===== config.mk =====
export PLATFORM = sky130hd
export DESIGN_NAME = sound_pwm
export DESIGN_NICKNAME = d
export VERILOG_FILES = /design/src/rtl/sound_pwm.sv
export SDC_FILE = /design/constraint.sdc
export NUM_CORES = 1
export LEC_CHECK = 0
export BUFFER_PORTS_ARGS = -buffer_cell sky130_fd_sc_hd__buf_2
export CAP_MARGIN = 20
export CORE_MARGIN = 1.5
export CORE_UTILIZATION = 59
export CTS_CLUSTER_SIZE = 10
export DETAILED_ROUTE_END_ITERATION = 10
export GPL_ROUTABILITY_DRIVEN = 0
export HOLD_SLACK_MARGIN = 0.12
export PLACE_DENSITY = 0.79
export SYNTH_ARGS = -nofsm -noshare
export SYNTH_HDL_FRONTEND = slang
export SYNTH_SLANG_ARGS = --single-unit

===== constraint.sdc =====
create_clock -name clk8 -period 4 [get_ports clk8]
set_input_delay 0.4 -clock clk8 [delete_from_list [all_inputs] [get_ports clk8]]
set_output_delay 0.4 -clock clk8 [all_outputs]
set_load 0.02 [all_outputs]

===== src/rtl/sound_pwm.sv =====
// sound_pwm: per-scanline sound / disk-speed word consumer.
// The high byte of the fetched word is an offset-binary audio sample. It is
// volume-scaled and muted by the VIA sound enable, then driven out both as a
// parallel level and as a first-order sigma-delta bitstream. The low byte
// sets the duty cycle of a free-running disk-motor PWM.
module sound_pwm #(
  parameter int PWM_BITS = 8,
  parameter int SD_BITS  = 8
) (
  input  logic                clk8,
  input  logic                reset,
  input  logic [15:0]         memoryDataIn,
  input  logic                loadSound,
  input  logic                videoBusControl,
  input  logic [2:0]          soundVolume,
  input  logic                _soundDisable,
  output logic [SD_BITS-1:0]  audioLevel,
  output logic                audioSD,
  output logic                diskPwm,
  output logic                sampleStrobe
);

  localparam logic [SD_BITS-1:0] MID = {1'b1, {(SD_BITS-1){1'b0}}};

  logic [SD_BITS-1:0]        sample_q;
  logic [PWM_BITS-1:0]       pwm_q;
  logic [PWM_BITS-1:0]       cnt_q;
  logic [SD_BITS-1:0]        sd_acc_q;
  logic [SD_BITS-1:0]        scaled_q;
  logic                      vld0_q;
  logic                      vld1_q;
  logic                      capture_d;

  logic signed [SD_BITS-1:0] centered;
  logic [4:0]                vol_mult;
  logic signed [SD_BITS+2:0] cent_ext;
  logic signed [SD_BITS+2:0] vol_ext;
  logic signed [SD_BITS+2:0] product;
  logic [SD_BITS-1:0]        scaled_d;
  logic [SD_BITS:0]          sd_sum_d;
  logic                      unused_product_lsbs;

  assign capture_d = loadSound & videoBusControl;

  // Stage-1 arithmetic: center the sample, multiply by (volume+1), divide by 8
  // rounding toward -inf. Volume and mute are taken live at this stage.
  always_comb begin
    centered = sample_q ^ MID;
    vol_mult = {2'b00, soundVolume} + 5'd1;
    cent_ext = {{3{centered[SD_BITS-1]}}, centered};
    vol_ext  = {{(SD_BITS-2){1'b0}}, vol_mult};
    product  = cent_ext * vol_ext;
    scaled_d = _soundDisable ? '0 : product[SD_BITS+2:3];
    sd_sum_d = {1'b0, sd_acc_q} + {1'b0, audioLevel};
  end

  // The shifted-out remainder bits are intentionally discarded.
  assign unused_product_lsbs = ^product[2:0];

  // Stage 0: latch the fetched word only when the video side owns the bus.
  always_ff @(posedge clk8 or posedge reset) begin
    if (reset) begin
      sample_q <= MID;
      pwm_q    <= '0;
      vld0_q   <= 1'b0;
    end else begin
      vld0_q <= capture_d;
      if (capture_d) begin
        sample_q <= memoryDataIn[15 -: SD_BITS];
        pwm_q    <= memoryDataIn[PWM_BITS-1:0];
      end
    end
  end

  // Stages 1 and 2: register the scaled value, then publish it with a strobe.
  always_ff @(posedge clk8 or posedge reset) begin
    if (reset) begin
      scaled_q     <= '0;
      vld1_q       <= 1'b0;
      audioLevel   <= MID;
      sampleStrobe <= 1'b0;
    end else begin
      vld1_q       <= vld0_q;
      sampleStrobe <= vld1_q;
      if (vld0_q) scaled_q <= scaled_d;
      if (vld1_q) audioLevel <= scaled_q ^ MID;
    end
  end

  // First-order sigma-delta: the accumulator carry is the output bit, and the
  // accumulator keeps running across sample changes.
  always_ff @(posedge clk8 or posedge reset) begin
    if (reset) begin
      sd_acc_q <= '0;
      audioSD  <= 1'b0;
    end else begin
      sd_acc_q <= sd_sum_d[SD_BITS-1:0];
      audioSD  <= sd_sum_d[SD_BITS];
    end
  end

  // Free-running disk PWM; a new compare value applies without realigning.
  always_ff @(posedge clk8 or posedge reset) begin
    if (reset) begin
      cnt_q   <= '0;
      diskPwm <= 1'b0;
    end else begin
      cnt_q   <= cnt_q + 1'b1;
      diskPwm <= (cnt_q < pwm_q);
    end
  end

endmodule


==> flow_metrics.py <==
metrics = {
    "status": {
        "status": "complete, no violations",
    },
    "setup_path": {
        "crit_cells": 16,
        "r2r_setup_slack_ns": 0.64,
        "critical_path_class": "in -> reg",
        "cp-start-kind": "input port",
        "crit_path_max_incr_delay_ns": 0.54,
        "worstSetupEndpointType": "flop",
        "arrival_ns": 3.84,
        "startpoint": "soundVolume[0]",
        "slowest_stage": "fa_1",
        "worst-path-buf-inv": 3,
        "cp.required_ns": 4.19,
        "r2r_end": "scaled_q[6]",
        "reg2reg_from": "sample_q[1]",
        "critPathTopFamily": "adder cells",
        "crit_chain": "buf_2 > ha_1 > xor2_1 > and2_1 > ha_1 > inv_1 > fa_1 > fa_1 > inv_1 > ha_1 > nand4_1 > o21ai_2 > a21boi_0 > o21bai_1 > mux2i_1 > o21ai_0",
        "reg2regPathDepth": 13,
        "worstPathMaxFanout": 8,
        "path_common_cell": "ha_1",
    },
    "die": {
        "placementRows": 27,
        "die_area_sq_um": 6150,
        "start_util": 0.609,
        "die_w_microns": 78.4,
        "core_area_sq_um": 5510,
        "ios": 35,
        "die_h_microns": 78.4,
    },
    "logic_synthesis": {
        "synth-async-reset-ratio": 1.00,
        "synth_mux_area_frac": 0.0593,
        "postSynthAreaPerCell_sq_um": 10.8,
        "syn-cell-area_sq_um": 3350,
        "synth_top_family_by_area": "adder cells",
        "synth-seq-cells": 53,
        "synth_compound_area_frac": 0.0903,
        "ys_warn_count": 0,
        "seq_area_frac_synth": 0.396,
        "synth_cell_type_count": 43,
        "synthXorXnorAreaFrac": 0.0601,
        "synth_edf_count": 0,
        "synth-simple-area-share": 0.120,
        "netlist_instances": 310,
        "syn-num-nets": 383,
        "synthFlopType": "dfrtp_1",
        "synthAdderAreaFrac": 0.216,
    },
    "finish": {
        "final_area_sq_um": 3720,
        "multi_input_area_sq_um": 1830,
        "fin_cells": 423,
        "area_delta_synth_final_pct": 10.8,
        "diodes": 0,
        "nFillCells": 420,
        "num-nets-final": 423,
        "drive_gt1_frac": 0.194,
        "register_area_sq_um": 1330,
    },
    "drt": {
        "wl_per_cell_microns": 13.6,
        "viasPerCell": 5.15,
        "vias": 2180,
        "routed_wl_mm": 5.76,
        "drc_errors": 0,
        "drtPass1Iterations": 4,
        "wl_met1_mm": 2.67,
        "dr_wl_met3_microns": 171,
        "drt_iter0_drc": 89,
        "final_antenna_net_count": 0,
        "wl_met2_mm": 2.85,
        "top_layer_used": "met4",
    },
    "clock_tree": {
        "clk-insertion-delay-late_ns": 0.31,
        "post_cts_resized": 0,
        "postCtsHoldBufs": 0,
        "cts-root-buf": "clkbuf_8",
        "clock-sinks": 53,
        "cts_tree": "built",
        "clk_pin_slew_ns": 0.10,
        "clockBufferDepth": 2,
        "htree_levels": 2,
        "numCtsBuffers": 5,
        "postCtsSetupBuffers": 0,
    },
    "place": {
        "io_buffer_count": 34,
        "place_ws_ns": -0.0214,
        "numPlacedInstances": 414,
        "dpl.hpwl_mm": 4.39,
        "place_area_sq_um": 3610,
    },
    "sta": {
        "period_share": 0.914,
        "fin_hold_ws_ns": 0.124,
        "finalClockSkew_ns": 0.00422,
        "grt_setup_unrepaired": "no",
        "finalHoldViolations": 0,
        "drv_slew": 0,
        "fmax_mhz": 274,
        "final_period_minus_worst_setup_slack_ns": 3.65,
        "maxSlewHeadroom": 0.624,
        "setup_viol": 0,
        "tightest_slew_ns": 0.563,
        "worst_slack_ns": 0.346,
    },
    "pwr": {
        "p_per_area_nw_per_um2": 536,
        "vdd_drop_max_mv": 0.330,
        "power_leakage_nw": 1.89,
    },
    "global_route": {
        "grt_pass1_vias": 2171,
        "grt_max_degree": 54,
        "overflow": 0,
        "grt_pass1_wl_mm": 9.85,
        "grtUsageTotal": 0.208,
        "antenna_found_initial": 0,
    },
    "worst_hold_path": {
        "hold_path.class": "in -> async",
    },
    "run": {
        "timing.max_cap.violations": 0,
    },
}
[cell usage in the layout, fill, tap and decap left out, types with 9 or more instances in the layout]
cell / n
buf_2: 34
and2_1: 19
nand2_1: 14
nor2_1: 9
xnor2_1: 17
mux2_2: 15
o21ai_0: 15
inv_1: 44
fa_1: 15
dfrtp_1: 51
nand2b_1: 9
ha_1: 34
[layer usage]
layer	GRT usage	vias to the layer above
li1	-	1103
met1	0.265	1036
met2	0.362	34
met3	0.0419	7
met4	0.0554	0
met5	0	-
[stage by stage]
stage          TNS (ns)  utilization  total power, mW
6_report              0        0.675             1.99
5_1_grt               0        0.675             2.16
4_1_cts               0        0.671             2.01
3_5_place_dp    -0.0214        0.655             1.69
3_3_place_gp          0        0.655             1.64
2_1_floorplan         0            -             1.46
[state kept, by name, summed over array words and instances, names as in the netlist, 8 cells and up]
signal and flops:
audioLevel 8, cnt_q 8, pwm_q 8, sample_q 8, scaled_q 8, sd_acc_q 8
[area by class of cell]
class / count / share of cell area
multi-input combinational: 208 / 0.493
sequential: 53 / 0.358
timing repair buffer: 37 / 0.0552
inverter: 45 / 0.0455
tap: 72 / 0.0242
clock buffer: 5 / 0.0185
clock inverter: 3 / 0.00572
[synthesized netlist by cell type (all sizes together) (7+ instances only)]
library cell   n  area share
and2          19       0.035
dfrtp         51        0.38
fa            15       0.090
ha            34        0.13
inv           45       0.050
mux2          15       0.050
nand2         14       0.016
nand2b         9       0.017
nor2          10       0.012
nor2b          7       0.013
o21ai         17       0.026
xnor2         17       0.044
[cells by family after synthesis]
logic type               Yosys count
AND/OR/NAND/NOR                   73
flip-flops                        53
buffers and inverters             49
adder cells (fa/ha/maj)           49
AO/OA/AOI/OAI                     45
XOR/XNOR                          23
multiplexers                      18
[power breakdown]
| group | switching, mW | internal [mW] |
|---|---|---|
| Combinational | 0.483 | 0.430 |
| Sequential | 0.0834 | 0.683 |
| Clock | 0.187 | 0.125 |
[worst max path at each step]
stage	to	slack, ns
3_3_place_gp	scaled_q[6]	0.13
4_1_cts	scaled_q[6]	0.31
6_report	scaled_q[6]	0.35
3_5_place_dp	scaled_q[6]	-0.02
5_1_grt	scaled_q[6]	0.07
2_1_floorplan	scaled_q[7]	0.39
No activity file was read; power rests on OpenSTA's default activity.
